[src/rtl/cond_sequencer_pkg.sv]
// Shared opcode encodings and stack command type for the ROM-driven sequencer.
package cond_sequencer_pkg;

    localparam int unsigned CMD_W = 4;

    localparam logic [CMD_W-1:0] OP_STOP   = 4'b0000;
    localparam logic [CMD_W-1:0] OP_OUT    = 4'b0001;
    localparam logic [CMD_W-1:0] OP_POP    = 4'b0010;
    localparam logic [CMD_W-1:0] OP_RET    = 4'b0011;
    localparam logic [CMD_W-1:0] OP_WAITH  = 4'b0100;
    localparam logic [CMD_W-1:0] OP_WAITL  = 4'b0101;
    localparam logic [CMD_W-1:0] OP_CALL   = 4'b1100;
    localparam logic [CMD_W-1:0] OP_JMP    = 4'b1101;
    localparam logic [CMD_W-1:0] OP_PUSHI  = 4'b1110;
    localparam logic [CMD_W-1:0] OP_DECJNZ = 4'b1111;

    typedef enum logic [2:0] {
        STK_NONE,
        STK_PUSH,
        STK_POP,
        STK_DEC,
        STK_CLEAR
    } stk_cmd_t;

    function automatic logic is_wait(input logic [CMD_W-1:0] cmd);
        return (cmd == OP_WAITH) || (cmd == OP_WAITL);
    endfunction

endpackage

[src/rtl/cond_sequencer_lifo.sv]
// Registered LIFO used as the call/loop stack; overflow and underflow are
// silently ignored here and flagged by the sequencer.
module cond_sequencer_lifo #(
    parameter int unsigned WIDTH = 8,
    parameter int unsigned DEPTH = 16
) (
    input  logic             clk,
    input  logic             rst_n,
    input  logic             push,
    input  logic             pop,
    input  logic             dec,
    input  logic             clear,
    input  logic [WIDTH-1:0] din,
    output logic [WIDTH-1:0] top,
    output logic             empty,
    output logic             full
);

    localparam int unsigned CNT_W = $clog2(DEPTH + 1);
    localparam int unsigned IDX_W = $clog2(DEPTH);

    logic [WIDTH-1:0] mem [DEPTH];
    logic [CNT_W-1:0] count;
    logic [IDX_W-1:0] top_idx;
    logic [IDX_W-1:0] wr_idx;

    assign empty   = (count == '0);
    assign full    = (count == CNT_W'(DEPTH));
    assign top_idx = IDX_W'(count - CNT_W'(1));
    assign wr_idx  = IDX_W'(count);
    assign top     = empty ? '0 : mem[top_idx];

    // Occupancy: clear wins, then push (if room), then pop (if not empty)
    always_ff @(posedge clk) begin
        if (!rst_n) begin
            count <= '0;
        end else if (clear) begin
            count <= '0;
        end else if (push && !full) begin
            count <= count + CNT_W'(1);
        end else if (pop && !empty) begin
            count <= count - CNT_W'(1);
        end
    end

    // Entry storage: push writes above top, dec rewrites top in place
    always_ff @(posedge clk) begin
        if (!clear) begin
            if (push && !full) begin
                mem[wr_idx] <= din;
            end else if (dec && !empty) begin
                mem[top_idx] <= top - WIDTH'(1);
            end
        end
    end

endmodule

[src/rtl/cond_sequencer.sv]
// ROM-driven bit-sequence generator with call/loop stack, condition waits
// and a req/ack forced-jump interface.
module cond_sequencer
    import cond_sequencer_pkg::*;
#(
    parameter int unsigned         OCW     = 16,
    parameter int unsigned         DDW     = 4,
    parameter int unsigned         CW      = 4,
    parameter int unsigned         PLEN    = 128,
    parameter logic [0:OCW*PLEN-1] PROGRAM = '0,
    parameter int unsigned         STD     = 16,
    parameter int unsigned         START   = 0
) (
    input  logic                     clk,
    input  logic                     rst_n,
    input  logic [CW-1:0]            cond,
    input  logic                     jmp_req,
    input  logic [$clog2(PLEN)-1:0]  jmp_addr,
    input  logic                     jmp_flush,
    output logic                     jmp_ack,
    output logic [OCW-5:0]           data_o,
    output logic [$clog2(PLEN)-1:0]  pc,
    output logic                     stop,
    output logic                     waiting,
    output logic                     err
);

    localparam int unsigned AW    = $clog2(PLEN);
    localparam int unsigned SW    = OCW - DDW - 4;
    localparam int unsigned ROM_N = 1 << AW;

    logic [OCW-1:0]   rom [ROM_N];
    logic [OCW-1:0]   op;
    logic [AW-1:0]    rom_addr;
    logic [AW-1:0]    next_pc;
    logic [AW-1:0]    pc_inc;
    logic [CMD_W-1:0] cmd;
    logic [SW-1:0]    n_fld;
    logic [DDW-1:0]   d_low;
    logic [AW-1:0]    n_addr;
    logic             wait_ok;
    logic             err_set;
    logic             load_d;
    stk_cmd_t         stk_op;
    logic [SW-1:0]    stk_din;
    logic [SW-1:0]    stk_top;
    logic             stk_empty;
    logic             stk_full;

    // Program image; addresses beyond PLEN read as STOP
    for (genvar i = 0; i < ROM_N; i++) begin : g_rom
        if (i < PLEN) begin : g_img
            assign rom[i] = PROGRAM[i*OCW +: OCW];
        end else begin : g_pad
            assign rom[i] = '0;
        end
    end

    assign cmd    = op[OCW-1 -: CMD_W];
    assign n_fld  = op[DDW +: SW];
    assign d_low  = op[DDW-1:0];
    assign n_addr = n_fld[AW-1:0];
    assign pc_inc = pc + AW'(1);

    // Selected condition test; an index past the last input is always satisfied
    always_comb begin
        wait_ok = 1'b1;
        for (int i = 0; i < CW; i++) begin
            if (n_fld == SW'(i)) begin
                wait_ok = cond[i] ^ (cmd == OP_WAITL);
            end
        end
    end

    assign stop     = rst_n && (cmd == OP_STOP);
    assign waiting  = rst_n && is_wait(cmd) && !wait_ok;
    assign jmp_ack  = rst_n && jmp_req;
    assign rom_addr = rst_n ? next_pc : AW'(START);

    // Opcode execution: next PC, stack command and error events
    always_comb begin
        next_pc = pc_inc;
        stk_op  = STK_NONE;
        stk_din = n_fld;
        err_set = 1'b0;
        load_d  = 1'b0;
        case (cmd)
            OP_STOP: begin
                next_pc = pc;
                load_d  = 1'b1;
            end
            OP_OUT: begin
                load_d = 1'b1;
            end
            OP_RET: begin
                load_d = 1'b1;
                if (stk_empty) begin
                    err_set = 1'b1;
                end else begin
                    stk_op  = STK_POP;
                    next_pc = stk_top[AW-1:0];
                end
            end
            OP_POP: begin
                load_d = 1'b1;
                if (stk_empty) begin
                    err_set = 1'b1;
                end else begin
                    stk_op = STK_POP;
                end
            end
            OP_WAITH, OP_WAITL: begin
                if (!wait_ok) begin
                    next_pc = pc;
                end
            end
            OP_PUSHI: begin
                stk_op  = STK_PUSH;
                err_set = stk_full;
            end
            OP_DECJNZ: begin
                if (stk_empty) begin
                    err_set = 1'b1;
                end else if (stk_top < SW'(2)) begin
                    stk_op = STK_POP;
                end else begin
                    stk_op  = STK_DEC;
                    next_pc = n_addr;
                end
            end
            OP_JMP: begin
                next_pc = n_addr;
            end
            OP_CALL: begin
                stk_op  = STK_PUSH;
                stk_din = SW'(pc_inc);
                err_set = stk_full;
                next_pc = n_addr;
            end
            default: begin
                load_d = 1'b1;
            end
        endcase
        if (jmp_req) begin
            next_pc = jmp_addr;
            if (jmp_flush) begin
                stk_op = STK_CLEAR;
            end
        end
    end

    // Synchronous ROM read addressed by the upcoming PC
    always_ff @(posedge clk) begin
        op <= rom[rom_addr];
    end

    // Architectural state: PC, output word, sticky error
    always_ff @(posedge clk) begin
        if (!rst_n) begin
            pc     <= AW'(START);
            data_o <= '0;
            err    <= 1'b0;
        end else begin
            pc               <= next_pc;
            data_o[DDW-1:0]  <= d_low;
            if (load_d) begin
                data_o[OCW-5:DDW] <= n_fld;
            end
            if (jmp_req && jmp_flush) begin
                err <= 1'b0;
            end else if (err_set) begin
                err <= 1'b1;
            end
        end
    end

    cond_sequencer_lifo #(
        .WIDTH (SW),
        .DEPTH (STD)
    ) u_lifo (
        .clk   (clk),
        .rst_n (rst_n),
        .push  (stk_op == STK_PUSH),
        .pop   (stk_op == STK_POP),
        .dec   (stk_op == STK_DEC),
        .clear (stk_op == STK_CLEAR),
        .din   (stk_din),
        .top   (stk_top),
        .empty (stk_empty),
        .full  (stk_full)
    );

endmodule
[config.mk]
export PLATFORM = sky130hd
export DESIGN_NAME = cond_sequencer
export DESIGN_NICKNAME = d
export VERILOG_FILES = /design/src/rtl/cond_sequencer_pkg.sv /design/src/rtl/cond_sequencer_lifo.sv /design/src/rtl/cond_sequencer.sv
export SDC_FILE = /design/constraint.sdc
export NUM_CORES = 1
export LEC_CHECK = 0
export ABC_AREA = 1
export BUFFER_PORTS_ARGS = -buffer_cell sky130_fd_sc_hd__buf_2
export CAP_MARGIN = 20
export CORE_AREA = 2 2 39 41
export CTS_CLUSTER_DIAMETER = 100
export CTS_CLUSTER_SIZE = 24
export DETAILED_ROUTE_END_ITERATION = 16
export DIE_AREA = 0 0 41 43
export GPL_ROUTABILITY_DRIVEN = 0
export PLACE_DENSITY = 0.69
export SLEW_MARGIN = 10
export SYNTH_ARGS = -nofsm -noshare
export SYNTH_HDL_FRONTEND = slang
export SYNTH_HIERARCHICAL = 1
export SYNTH_SLANG_ARGS = --single-unit
[constraint.sdc]
create_clock -name clk -period 0.8 [get_ports clk]
set_input_delay 0.12 -clock clk [delete_from_list [all_inputs] [get_ports clk]]
set_output_delay 0.12 -clock clk [all_outputs]
set_load 0.005 [all_outputs]
==> impl_metrics.yaml <==
route:
  drtIter0Drc: 2
  vias: 337
  drtAntennaViolNets: 0
  wl_per_cell_um: 6.97
  drc: 0
  drtPass1Iterations: 2
  via_per_inst: 3.47
  totalWireLength_um: 676
final_layout:
  layout.nets: 97
  antenna_cells: 0
  syn_to_final_growth_pct: 21.0
  largest_reg_flops: 7
  final_util_pct: 35.9
  drive_gt1_share_pct: 35.8
  filler_cell_count: 161
  reg_top3: "pc (7)"
  largest_register: "pc"
critical_path:
  start_kind: "register"
  critPathCaptureType: "primary output"
  cp_slowest_cell: "dfxtp_2"
  cp_max_fo: 2
  worst-path-buf-inv: 1
  critPathArrivalTime_ps: 680
  cp_top_family: "flip-flops"
  crit_type: "register to primary output"
  cpPeakStageDelay_ps: 320
  cp.required_ps: 680
  cp_cell_sequence: "buf_2"
sta:
  finalSetupViolCount: 3
  hold_violations: 0
  period_share_pct: 101
  fin_ws_ps: -4.40
  skew_ps: 0
  fmax_mhz: 1240
  slew_viol_final: 0
  rsz0062_at_grt: "true"
  hold_ws_ps: 152
  min_period_ps: 804
flow_run:
  cap_violations: 0
clock_tree:
  cts_tree: "yes"
  numCtsBuffers: 3
  clock_path_buffers: 2
  clkTransAtPathRegs_ps: 50
  hold_buffers: 0
  h-tree-depth: 1
  cts-root-buf: "clkbuf_4"
  clkLatencyLatePin_ps: 250
  cts_sinks: 7
global_route:
  grt.overflow.total: 0
  first_global_vias: 228
  antenna_found_initial: 0
  grt_max_degree: 16
  grt_pass1_wl_um: 903
  track_usage_pct: 8.27
status:
  status: "finished, violations left"
  failed_checks: "negative setup slack"
synth:
  synth_seq_cells: 7
  synth_commonest_cells: "buf_4, nand2_1, nor2_1"
  synth.top_cell.area_share_pct: 34.1
  ys.flop_type: "dfxtp_1"
  synth_area_per_cell_um2: 6.62
  synth_area_leader_cell: "dfxtp_1"
  synth_seq_area_share_pct: 34.1
  synth.distinct_cells: 8
  synth_area_leaders: "dfxtp_1, buf_4, nand2_1"
  synth_warnings: 6
  synth.cell_area_um2: 410
  async_flop_share_pct: 0
  synth_cells: 62
  synth_edf_count: 0
floorplanning:
  start_util_pct: 29.7
  dieHeight_um: 43
  io_pins: 38
  die_width_um: 41
  die_area_um2: 1760
  core_um2: 1380
  rows: 14
place:
  dp_hpwl_um: 500
  numPortBuffers: 18
pwr:
  powerDensity_nw_per_um2: 1720
  cellLeakagePower_nw: 0.319
  vdd_drop_max_mv: 0.623
hold_path:
  hold_path.class: "input pin to register"
[worst reg2reg max path: cells and delay by family (launching register included)]
kind                   cells  cell delay [ps]
buffers and inverters      1              120
DFF                        1              320
and+or+nand+nor            2              120
[stage by stage]
step	TNS, ps	area [µm²]	setup slack [ps]	power, mW	cells
final	-8.28	497	-4.40	0.856	97
after floorplan	0	459	221	0.521	75
after detailed placement	0	442	101	0.522	92
after global routing	-204	497	-34.6	0.928	97
after CTS	-135	484	-25.2	0.879	97
after global placement	0	442	109	0.517	92
[worst paths after layout]
path | start | end | slack [ps] | cells after the start
worst max-delay path | pc[6] | pc[6] | -4 | 1
worst min-delay path | jmp_addr[0] | pc[0] | 150 | 5
worst max register to register | pc[1] | pc[1] | 140 | 3
worst min register to register | pc[0] | pc[0] | 470 | 2
[layer usage]
layer  vias to the layer above  track usage, %  routed length (µm)
met2                        20            10.6                 315
li1                        184               -                   -
met1                       133            8.79                 286
met5                         -               0                   0
met4                         0            10.0                   0
met3                         0            3.14                  74
[placed cells by master, fill, tap and decap left out, drive strengths merged]
cell type	count
nor2	14
clkbuf	4
nand2	15
dfxtp	7
buf	19
conb	14
inv	8
[repair_timing]
item,CTS,global route
setup endpoints to repair,7,7
gates resized for setup,7,2
pin swaps,0,0
hold endpoints to repair,0,0
setup buffers,1,0
[report_power, final]
group / internal (mW) / switching [mW]
Combinational: 0.0668 / 0.0739
Sequential: 0.378 / 0.0127
Clock: 0.191 / 0.133
Total: 0.636 / 0.220
[layout make-up]
cell class / instances / area, µm² / area share, %
sequential: 7 / 149 / 30.0
timing repair buffer: 19 / 110 / 22.2
tap: 16 / 20.0 / 4.03
clock buffer: 4 / 26.3 / 5.29
inverter: 8 / 30.0 / 6.05
multi-input combinational: 43 / 161 / 32.5
[cells by family (layout without fill, tap and decap cells)]
family | Yosys count | in the layout | share of synthesized area (%)
flip-flops | 7 | 7 | 34.1
other | 1 | 14 | 0.914
buffers and inverters | 25 | 31 | 38.4
AND/OR/NAND/NOR | 29 | 29 | 26.5
No activity file was read; power rests on OpenSTA's default activity.
